`config.mk`:
```
export PLATFORM = sky130hd
export DESIGN_NAME = priority_resolver_n_flat
export DESIGN_NICKNAME = d
export VERILOG_FILES = /design/src/rtl/priority_resolver_n_if.sv /design/src/rtl/priority_resolver_n.sv /design/src/flat_wrapper.sv
export SDC_FILE = /design/constraint.sdc
export NUM_CORES = 1
export LEC_CHECK = 0
export BUFFER_PORTS_ARGS = -buffer_cell sky130_fd_sc_hd__buf_2
export CAP_MARGIN = 5
export CORE_MARGIN = 1.5
export CORE_UTILIZATION = 45
export CTS_CLUSTER_DIAMETER = 30
export CTS_CLUSTER_SIZE = 10
export DETAILED_ROUTE_END_ITERATION = 7
export GPL_ROUTABILITY_DRIVEN = 0
export PLACE_DENSITY = 0.63
export RECOVER_POWER = 50
export SLEW_MARGIN = 40
export SYNTH_ARGS = -nofsm -noshare
export SYNTH_HDL_FRONTEND = slang
export SYNTH_SLANG_ARGS = --single-unit
```
`constraint.sdc`:
```
create_clock -name clk -period 8.1 [get_ports clk]
set_clock_uncertainty 0.15 [all_clocks]
set_input_delay 0 -clock clk [delete_from_list [all_inputs] [get_ports clk]]
set_output_delay 0 -clock clk [all_outputs]
set_load 0.02 [all_outputs]
```
`src/rtl/priority_resolver_n_if.sv`:
```
// rtl/priority_resolver_n_if.sv - request, acknowledge and EOI bundle between IRR block, CPU bus and priority resolver
interface priority_resolver_n_if #(
    parameter int NUM_IRQ = 8
);
    localparam int IDX_W = $clog2(NUM_IRQ);

    logic [NUM_IRQ-1:0] irr;
    logic [NUM_IRQ-1:0] imr;
    logic               inta_n;
    logic               rotate_en;
    logic               aeoi;
    logic               eoi_valid;
    logic               eoi_specific;
    logic [IDX_W-1:0]   eoi_level;
    logic               int_out;
    logic [NUM_IRQ-1:0] isr;
    logic [NUM_IRQ-1:0] irr_clr;
    logic [IDX_W-1:0]   vec_idx;
    logic               vec_valid;

    modport master (
        output irr, imr, inta_n, rotate_en, aeoi, eoi_valid, eoi_specific, eoi_level,
        input  int_out, isr, irr_clr, vec_idx, vec_valid
    );

    modport slave (
        input  irr, imr, inta_n, rotate_en, aeoi, eoi_valid, eoi_specific, eoi_level,
        output int_out, isr, irr_clr, vec_idx, vec_valid
    );
endinterface

```
`src/rtl/priority_resolver_n.sv`:
```
// rtl/priority_resolver_n.sv - N-channel nested priority resolver with rotation, EOI/AEOI and two-pulse INTA sequencing
module priority_resolver_n #(
    parameter int NUM_IRQ = 8
) (
    input  logic                 clk,
    input  logic                 rst_n,
    priority_resolver_n_if.slave bus
);
    localparam int IDX_W = $clog2(NUM_IRQ);
    localparam logic [IDX_W-1:0] LP_FIXED = IDX_W'(NUM_IRQ - 1);

    typedef enum logic [1:0] {
        IDLE  = 2'd0,
        ACK1  = 2'd1,
        WAIT2 = 2'd2,
        ACK2  = 2'd3
    } state_t;

    state_t             state;
    logic               inta_q;
    logic [IDX_W-1:0]   lp;
    logic               spurious;
    logic [NUM_IRQ-1:0] isr_q;
    logic [NUM_IRQ-1:0] irr_clr_q;
    logic [IDX_W-1:0]   vec_idx_q;
    logic               int_q;
    logic               vec_valid_q;

    logic [IDX_W-1:0]   lp_eff;
    logic [NUM_IRQ-1:0] req;
    logic               cand_found;
    logic [IDX_W-1:0]   cand_idx;
    int                 cand_rank;
    logic               top_found;
    logic [IDX_W-1:0]   top_idx;
    int                 top_rank;
    logic               eligible;

    logic               lvl_ok;
    logic               eoi_hit;
    logic [IDX_W-1:0]   eoi_lvl;
    logic [NUM_IRQ-1:0] eoi_mask;

    logic               fall;
    logic               rise;
    logic               ack_take;
    logic [NUM_IRQ-1:0] set_mask;
    logic               aeoi_hit;
    logic [NUM_IRQ-1:0] aeoi_mask;
    logic               to_idle;

    assign bus.int_out   = int_q;
    assign bus.isr       = isr_q;
    assign bus.irr_clr   = irr_clr_q;
    assign bus.vec_idx   = vec_idx_q;
    assign bus.vec_valid = vec_valid_q;

    // Scan channels by rank (0 = highest, just after lp); the lowest-rank pending and in-service bits win
    always_comb begin
        int ch;
        ch         = 0;
        lp_eff     = bus.rotate_en ? lp : LP_FIXED;
        req        = bus.irr & ~bus.imr;
        cand_found = 1'b0;
        cand_idx   = '0;
        cand_rank  = 0;
        top_found  = 1'b0;
        top_idx    = '0;
        top_rank   = 0;
        for (int r = NUM_IRQ - 1; r >= 0; r--) begin
            ch = int'(lp_eff) + 1 + r;
            if (ch >= NUM_IRQ) begin
                ch = ch - NUM_IRQ;
            end
            if (req[IDX_W'(ch)]) begin
                cand_found = 1'b1;
                cand_idx   = IDX_W'(ch);
                cand_rank  = r;
            end
            if (isr_q[IDX_W'(ch)]) begin
                top_found = 1'b1;
                top_idx   = IDX_W'(ch);
                top_rank  = r;
            end
        end
        eligible = cand_found && (!top_found || (cand_rank < top_rank));
    end

    // Resolve which ISR level an EOI strobe clears; its level always comes from the pre-update ISR
    always_comb begin
        lvl_ok   = 1'b0;
        eoi_hit  = 1'b0;
        eoi_lvl  = '0;
        eoi_mask = '0;
        for (int k = 0; k < NUM_IRQ; k++) begin
            if (bus.eoi_level == IDX_W'(k)) begin
                lvl_ok = 1'b1;
            end
        end
        if (bus.eoi_valid) begin
            if (!bus.eoi_specific) begin
                eoi_hit = top_found;
                eoi_lvl = top_idx;
            end else if (lvl_ok) begin
                eoi_hit = isr_q[bus.eoi_level];
                eoi_lvl = bus.eoi_level;
            end
        end
        if (eoi_hit) begin
            eoi_mask[eoi_lvl] = 1'b1;
        end
    end

    // INTA edge decode plus the ISR set/clear masks produced by the acknowledge sequence
    always_comb begin
        fall      = inta_q & ~bus.inta_n;
        rise      = ~inta_q & bus.inta_n;
        ack_take  = (state == IDLE) && fall && eligible;
        set_mask  = '0;
        if (ack_take) begin
            set_mask[cand_idx] = 1'b1;
        end
        aeoi_hit  = (state == ACK2) && rise && bus.aeoi && !spurious;
        aeoi_mask = '0;
        if (aeoi_hit) begin
            aeoi_mask[vec_idx_q] = 1'b1;
        end
        to_idle   = ((state == IDLE) && !fall) || ((state == ACK2) && rise);
    end

    // Acknowledge FSM with registered outputs; ISR set beats any clear on the same bit
    always_ff @(posedge clk or negedge rst_n) begin
        if (!rst_n) begin
            state       <= IDLE;
            inta_q      <= 1'b1;
            lp          <= LP_FIXED;
            spurious    <= 1'b0;
            isr_q       <= '0;
            irr_clr_q   <= '0;
            vec_idx_q   <= '0;
            int_q       <= 1'b0;
            vec_valid_q <= 1'b0;
        end else begin
            inta_q    <= bus.inta_n;
            irr_clr_q <= set_mask;
            isr_q     <= (isr_q & ~eoi_mask & ~aeoi_mask) | set_mask;
            int_q     <= eligible && to_idle;

            if (!bus.rotate_en) begin
                lp <= LP_FIXED;
            end else if (aeoi_hit) begin
                lp <= vec_idx_q;
            end else if (eoi_hit) begin
                lp <= eoi_lvl;
            end

            case (state)
                IDLE: begin
                    if (fall) begin
                        state <= ACK1;
                        if (eligible) begin
                            vec_idx_q <= cand_idx;
                            spurious  <= 1'b0;
                        end else begin
                            vec_idx_q <= LP_FIXED;
                            spurious  <= 1'b1;
                        end
                    end
                end
                ACK1: begin
                    if (rise) begin
                        state <= WAIT2;
                    end
                end
                WAIT2: begin
                    if (fall) begin
                        state       <= ACK2;
                        vec_valid_q <= 1'b1;
                    end
                end
                ACK2: begin
                    if (rise) begin
                        state       <= IDLE;
                        vec_valid_q <= 1'b0;
                    end
                end
                default: begin
                    state <= IDLE;
                end
            endcase
        end
    end
endmodule

```
`src/flat_wrapper.sv`:
```
// flat-port wrapper written by rule: the top's interface ports become plain ports
module priority_resolver_n_flat 
#(
    parameter int NUM_IRQ = 8
)
  (clk, rst_n, bus_irr, bus_imr, bus_inta_n, bus_rotate_en, bus_aeoi, bus_eoi_valid, bus_eoi_specific, bus_eoi_level, bus_int_out, bus_isr, bus_irr_clr, bus_vec_idx, bus_vec_valid);
  priority_resolver_n_if #(.NUM_IRQ(NUM_IRQ)) bus_i ();
  input  logic clk;
  input  logic rst_n;
  input wire logic [$bits(bus_i.irr)-1:0] bus_irr;
  input wire logic [$bits(bus_i.imr)-1:0] bus_imr;
  input wire logic [$bits(bus_i.inta_n)-1:0] bus_inta_n;
  input wire logic [$bits(bus_i.rotate_en)-1:0] bus_rotate_en;
  input wire logic [$bits(bus_i.aeoi)-1:0] bus_aeoi;
  input wire logic [$bits(bus_i.eoi_valid)-1:0] bus_eoi_valid;
  input wire logic [$bits(bus_i.eoi_specific)-1:0] bus_eoi_specific;
  input wire logic [$bits(bus_i.eoi_level)-1:0] bus_eoi_level;
  output wire logic [$bits(bus_i.int_out)-1:0] bus_int_out;
  output wire logic [$bits(bus_i.isr)-1:0] bus_isr;
  output wire logic [$bits(bus_i.irr_clr)-1:0] bus_irr_clr;
  output wire logic [$bits(bus_i.vec_idx)-1:0] bus_vec_idx;
  output wire logic [$bits(bus_i.vec_valid)-1:0] bus_vec_valid;
  assign bus_i.irr = bus_irr;
  assign bus_i.imr = bus_imr;
  assign bus_i.inta_n = bus_inta_n;
  assign bus_i.rotate_en = bus_rotate_en;
  assign bus_i.aeoi = bus_aeoi;
  assign bus_i.eoi_valid = bus_eoi_valid;
  assign bus_i.eoi_specific = bus_eoi_specific;
  assign bus_i.eoi_level = bus_eoi_level;
  assign bus_int_out = bus_i.int_out;
  assign bus_isr = bus_i.isr;
  assign bus_irr_clr = bus_i.irr_clr;
  assign bus_vec_idx = bus_i.vec_idx;
  assign bus_vec_valid = bus_i.vec_valid;
  priority_resolver_n #(.NUM_IRQ(NUM_IRQ)) u_core (.clk(clk), .rst_n(rst_n), .bus(bus_i));
endmodule
```
==> results_dict.tcl, run 1 <==
set metrics [dict create \
    core_area_sq_mm 0.00725 \
    num_rows 31 \
    r2r_slack_ns 3.12 \
    drv_cap 1 \
    h-tree-depth 1 \
    ir_drop_mv 0.170 \
    cts_tree "done" \
    pwr-share-seq_pct 16.7 \
    synth_cells 382 \
    syn_to_final_growth_pct 10.5 \
    hp-class "in2reg" \
    clock_path_buffers 2 \
    sw_frac_of_total_pct 51.7 \
    synth_nets 415 \
    die_w_um 89.7 \
    power_switching_mw 0.785 \
    insertion_delay_ns 0.27 \
    cp.required_ns 8.14 \
    internal-power_mw 0.732 \
    async_flop_share_pct 100 \
    via_per_inst 6.32 \
    leakage_nw 1.58 \
    drc_errors 0 \
    grt_pass1_vias 3068 \
    critPathKind "in2reg" \
    dp_hpwl_mm 7.25 \
    slew_violations 29 \
    nets 452 \
    initial_core_util_pct 46.6 \
    drtIter0Drc 267 \
    die-area_sq_mm 0.00804 \
    arrival_ns 5.08 \
    combPwrFrac_pct 76.1 \
    tns_ns 0 \
    status "finished, violations left" \
    io_pins 47 \
    post-route-min-period_ns 5.04 \
    routedWlPerCell_um 18.1 \
    cp-start-kind "input port" \
    root_buffer "clkbuf_8" \
    rsz0062_at_grt "no" \
    ys.flop_type "dfrtp_1" \
    path_clk_slew_ns 0.09 \
    ant_nets 0 \
    grt_max_degree 40 \
    pwr-share-clk_pct 7.2 \
    synth_seq_cells 28 \
    synth_common_cells "nor2_1 (44), mux2i_1 (25), a21oi_1 (24), dfrtp_1 (24), nand2_1 (23)" \
    utilization_pct 51.5 \
    fp.dieH_um 89.7 \
    vias 3265 \
    cts_post_setup_buffers_inserted 0 \
    fmax_mhz 198 \
    post_cts_resized 0 \
    violations "capacitance limit, slew limit" \
    total_power_mw 1.52 \
    ys_top_cells_by_area "dfrtp_1 (18%), mux4_2 (12%), mux2i_1 (7.4%)" \
    synth_top_area_share_pct 17.8 \
    syn_avg_cell_area_sq_um 8.85 \
    grt_pass1_wl_mm 15.3 \
    cts_sinks 28 \
    yosysMostFrequentCell "nor2_1" \
    port_buffers 46 \
    antenna_cells 0 \
    cp-end-kind "flip-flop" \
    hold_viol_final 0 \
    ys_warn_count 0 \
    timing.slew.headroom_pct -0.914 \
    cts_buffers 3 \
    antenna_found_initial 0 \
    track_usage_pct 24.5 \
    yosysSeqAreaShare_pct 20.9 \
    drive_above_1_share_pct 22.0 \
    synth_edf_count 0 \
    powerDensity_mw_per_mm2 406 \
    setup_viol 0 \
    synth_cell_types 71 \
    crit_path_max_fanout 21 \
    overflow 0 \
    synth_top_area_cell "dfrtp_1" \
    syn_area_sq_mm 0.00338 \
    stdcell_count 517 \
    tightest_slew_ns 1.51 \
    drtPass1Iterations 5 \
    placed_cells 510 \
    period_share_pct 62.2 \
    routed_wl_mm 9.38 \
]
metal layers:
layer / vias to the layer above / part of all wire (%) / track usage (%)
li1: 1545 / - / -
met1: 1573 / 46 / 35.1
met2: 139 / 47 / 39.8
met3: 8 / 7.0 / 4.02
met4: 0 / 0.38 / 3.64
met5: - / 0 / 0
flip-flops by register name, indices dropped and copies added, names as in the netlist:
register / count
u_core.spurious: 1
u_core.bus.int_out: 1
u_core.bus.isr: 8
u_core.inta_q: 1
u_core.state: 2
u_core.bus.irr_clr: 8
u_core.bus.vec_idx: 3
u_core.bus.vec_valid: 1
u_core.lp: 3
worst max-delay path: stages:
cell	delay [ns]
dlygate4sd3_1	0.51
buf_2	0.22
nor2b_1	0.15
buf_4	0.26
inv_2	0.20
ha_1	0.82
clkinv_1	0.49
mux4_2	0.37
nand2_1	0.09
or3b_2	0.55
nand2b_1	0.17
ha_1	0.30
a21oi_1	0.24
o221a_4	0.27
nand4_4	0.17
o22ai_1	0.23
placed cells by master (no fill, tap or decap), types with 8 or more instances in the layout:
master / count
nor3_1: 8
nand2_1: 23
o21ai_0: 19
mux4_2: 18
dfrtp_1: 24
nor2b_1: 8
mux2i_1: 25
mux2_2: 8
a211oi_1: 10
clkbuf_1: 11
o22ai_1: 12
a21oi_1: 24
nor2_1: 44
buf_2: 35
nand2b_1: 21
o21ai_1: 8
final cells by class:
type | count | area [sq um]
Timing Repair Buffer | 51 | 262
Tap cell | 99 | 124
Clock inverter | 1 | 30.0
Inverter | 9 | 33.8
Clock buffer | 3 | 41.3
Sequential cell | 28 | 706
Fill cell | 707 | 3520
Multi-Input combinational cell | 326 | 2540
cells by family after synthesis:
family          after synthesis  share of synthesized area (%)
compound gates              122                           24.8
xor+xnor                      3                           1.89
fa+ha+maj                     7                           2.59
buf+inv                      28                           4.18
flops                        28                           20.9
mux                          55                           23.6
simple gates                139                           22.0
power by group through the flow:
stage	Combinational, mW	Sequential, mW	Clock, mW
after global routing	1.27	0.260	0.118
after floorplan	0.879	0.263	0
final	1.15	0.253	0.110
after CTS	1.14	0.250	0.112
after global placement	1.12	0.252	0
after detailed placement	1.14	0.252	0
metrics by stage:
step                setup WS, ns  instance area (sq um)  hold WS, ns
detailed placement          3.16                   3640      -0.0975
finish                      3.06                   3740       0.0159
floorplan                   3.67                   3380       -0.446
global route                2.63                   3740       0.0320
global placement            3.38                   3640      -0.0974
CTS                         3.08                   3740       0.0130
final timing paths:
check / start / to / cells after the start
max in group asynchronous: rst_n / u_core.bus.isr[3] / 2
setup / recovery: bus_rotate_en / u_core.bus.isr[3] / 16
hold reg to reg: u_core.bus.vec_valid / u_core.bus.vec_valid / 2
hold / removal: bus_eoi_valid / u_core.bus.isr[1] / 4
min in group asynchronous: rst_n / u_core.state[1] / 2
setup reg to reg: u_core.lp[0] / u_core.bus.isr[3] / 12
repair_timing:
action,CTS,global route
hold buffers,3,0
endpoints found under the setup margin,0,0
hold endpoints to repair,32,0
(Power assumes the default switching activity.)
==> inputs of run 2 (changes only) <==
--- a/config.mk
+++ b/config.mk
@@ -5,6 +5,7 @@
 export SDC_FILE = /design/constraint.sdc
 export NUM_CORES = 1
 export LEC_CHECK = 0
+export ABC_AREA = 1
 export BUFFER_PORTS_ARGS = -buffer_cell sky130_fd_sc_hd__buf_2
 export CAP_MARGIN = 5
 export CORE_MARGIN = 1.5
@@ -13,7 +14,7 @@
 export CTS_CLUSTER_SIZE = 10
 export DETAILED_ROUTE_END_ITERATION = 7
 export GPL_ROUTABILITY_DRIVEN = 0
-export PLACE_DENSITY = 0.63
+export PLACE_DENSITY = 0.64
 export RECOVER_POWER = 50
 export SLEW_MARGIN = 40
 export SYNTH_ARGS = -nofsm -noshare
==> constraint.sdc (replaced) <==
create_clock -name clk -period 4.95 [get_ports clk]
set_clock_uncertainty 0.15 [all_clocks]
set_input_delay 0 -clock clk [delete_from_list [all_inputs] [get_ports clk]]
set_output_delay 0 -clock clk [all_outputs]
set_load 0.02 [all_outputs]
==> run 2 against run 1 <==
Effect of this change:
- the run ends with DRC left
- non-clock buffer count fell by 1
- utilization grew 1.1 points
- sequential share of layout area increased by 1.9 points
- sequential cell count did not move
- synthesized cell count grew 43%
- setup slack got worse by 2.0 ns
- cell count up 29%
- worst hold slack better by 0.052 ns
- critical path type is now reg2reg
- largest power group unchanged
==> results_dict.tcl, run 2 <==
set metrics [dict create \
    status "finished, violations left" \
    violations "DRC" \
    cp-start-kind "flip-flop" \
    antenna_found_initial 0 \
    io_pins 47 \
    cts_tree "done" \
    async_flop_share_pct 100 \
    insertion_delay_ns 0.28 \
    synth_edf_count 0 \
    timing.slew.headroom_pct 1.19 \
    routed_wl_mm 9.13 \
    synth_nets 581 \
    rsz0062_at_grt "no" \
    synth_common_cells "nand2_1 (216), nand3_1 (79), inv_1 (75), nor2_1 (36), dfrtp_1 (24)" \
    drtPass1Iterations 7 \
    synth_cell_types 30 \
    port_buffers 46 \
    final_common_cell "nand2_1" \
    drc_errors 3 \
    ir_drop_mv 0.359 \
    synth_top_area_share_pct 26.4 \
    stdcell_count 666 \
    powerDensity_mw_per_mm2 612 \
    placed_cells 658 \
    nets 623 \
    overflow 0 \
    hp-class "in2reg" \
    setup_viol 0 \
    ys.flop_type "dfrtp_1" \
    ant_nets 0 \
    grt_pass1_wl_mm 15.2 \
    syn_avg_cell_area_sq_um 5.61 \
    synth_top_area_cell "nand2_1" \
    arrival_ns 3.97 \
    cp-end-kind "flip-flop" \
    routedWlPerCell_um 13.7 \
    cts_sinks 28 \
    drtIter0Drc 196 \
    syn_to_final_growth_pct 10.5 \
    crit_path_max_fanout 22 \
    via_per_inst 5.37 \
    dp_hpwl_mm 7.18 \
    root_buffer "clkbuf_8" \
    ys_top_cells_by_area "nand2_1 (26%), dfrtp_1 (20%), nand3_1 (13%)" \
    die-area_sq_mm 0.00733 \
    synth_seq_cells 28 \
    fillCellCount 695 \
    path_clk_slew_ns 0.09 \
    die_w_um 85.6 \
    synth_cells 548 \
    ys_warn_count 0 \
    syn_area_sq_mm 0.00307 \
    period_share_pct 78.9 \
    drv_cap 0 \
    fmax_mhz 256 \
    tightest_slew_ns 1.48 \
    cp.required_ns 5.01 \
    h-tree-depth 1 \
    post-route-min-period_ns 3.90 \
    grt_pass1_vias 3322 \
    slew_violations 0 \
    vias 3574 \
    cts_buffers 3 \
    core_area_sq_mm 0.00646 \
    cts_post_setup_buffers_inserted 0 \
    fp.dieH_um 85.6 \
    num_rows 29 \
    tns_ns 0 \
    yosysMostFrequentCell "nand2_1" \
    final_cell_mix "nand2_1 (216), nand3_1 (79), inv_1 (75), nor2_1 (36), buf_2 (35)" \
    hold_viol_final 0 \
    critPathKind "reg2reg" \
    track_usage_pct 25.6 \
    yosysSeqAreaShare_pct 23.0 \
    antenna_cells 0 \
    leakage_nw 2.06 \
    grt_max_degree 29 \
    clock_path_buffers 2 \
    drive_above_1_share_pct 11.0 \
    post_cts_resized 0 \
    initial_core_util_pct 47.6 \
]
==> run 2: kinds of logic (layout without fill, tap and decap cells) <==
group | after synthesis | after routing | synth area share [%]
adder cells (fa/ha/maj) | 7 | 7 | 2.85
flip-flops | 28 | 28 | 23.0
AO/OA/AOI/OAI | 58 | 58 | 10.5
AND/OR/NAND/NOR | 363 | 363 | 50.7
buffers and inverters | 92 | 133 | 12.9
==> run 2: timing repair <==
item / in CTS / in global routing
hold buffers: 4 / 0
endpoints found under the hold margin: 34 / 0
endpoints found under the setup margin: 0 / 0
==> run 2: worst max-delay path: stages, from the launching register on <==
cell and delay [ns]:
dfstp_2 0.57, inv_2 0.10, nand2_4 0.21, ha_1 0.44
inv_2 0.31, nand2_1 0.12, and2_1 0.16, a21oi_2 0.16
inv_1 0.11, nor2_1 0.13, inv_1 0.07, nor4_1 0.25
ha_1 0.29, a21oi_1 0.15, nand2_1 0.08, nand2_2 0.20
nand4_1 0.24, nand2_1 0.12
==> run 2: report_power, final <==
part | total (mW) | switching, mW | internal, mW
combinational | 1.52 | 1.07 | 0.457
sequential | 0.375 | 0.0717 | 0.303
clock | 0.182 | 0.0738 | 0.108
==> run 2: final timing paths <==
check | slack (ns) | endpoint | cells after the start | startpoint
max | 1.05 | u_core.bus.isr[7] | 17 | u_core.lp[0]
min | 0.07 | u_core.lp[0] | 5 | bus_eoi_level[0]
max reg2reg | 1.05 | u_core.bus.isr[7] | 17 | u_core.lp[0]
min reg2reg | 0.37 | u_core.bus.vec_valid | 2 | u_core.bus.vec_valid
max in group asynchronous | 3.33 | u_core.bus.isr[3] | 2 | rst_n
min in group asynchronous | 0.45 | u_core.state[0] | 2 | rst_n
==> run 2: routing by layer <==
metal	vias up	routed length, um	GRT usage, %
li1	1831	-	-
met1	1613	3880	30.8
met2	116	4640	48.0
met3	14	435	1.92
met4	0	176	8.21
met5	-	0	0
==> run 2: cell type report <==
type | count | area, sq um | share of cell area, %
Multi-Input combinational cell | 428 | 1970 | 58.0
Sequential cell | 28 | 706 | 20.8
Clock buffer | 3 | 41.3 | 1.22
Inverter | 79 | 297 | 8.73
Timing Repair Buffer | 50 | 256 | 7.55
Clock inverter | 1 | 30.0 | 0.884
Tap cell | 77 | 96.3 | 2.84
==> run 2: metrics by stage <==
| step | power [mW] | setup WS, ns | utilization [%] | hold slack [ns] | cell area (sq um) |
|---|---|---|---|---|---|
| finish | 2.08 | 1.05 | 52.6 | 0.0674 | 3400 |
| global route | 2.31 | 0.689 | 52.6 | 0.0919 | 3400 |
| CTS | 2.06 | 1.09 | 52.8 | 0.0537 | 3410 |
| detailed placement | 1.87 | 1.11 | 51.1 | -0.0971 | 3300 |
| global placement | 1.85 | 1.17 | 51.1 | -0.104 | 3300 |
| floorplan | 1.56 | 1.60 | - | -0.446 | 3070 |
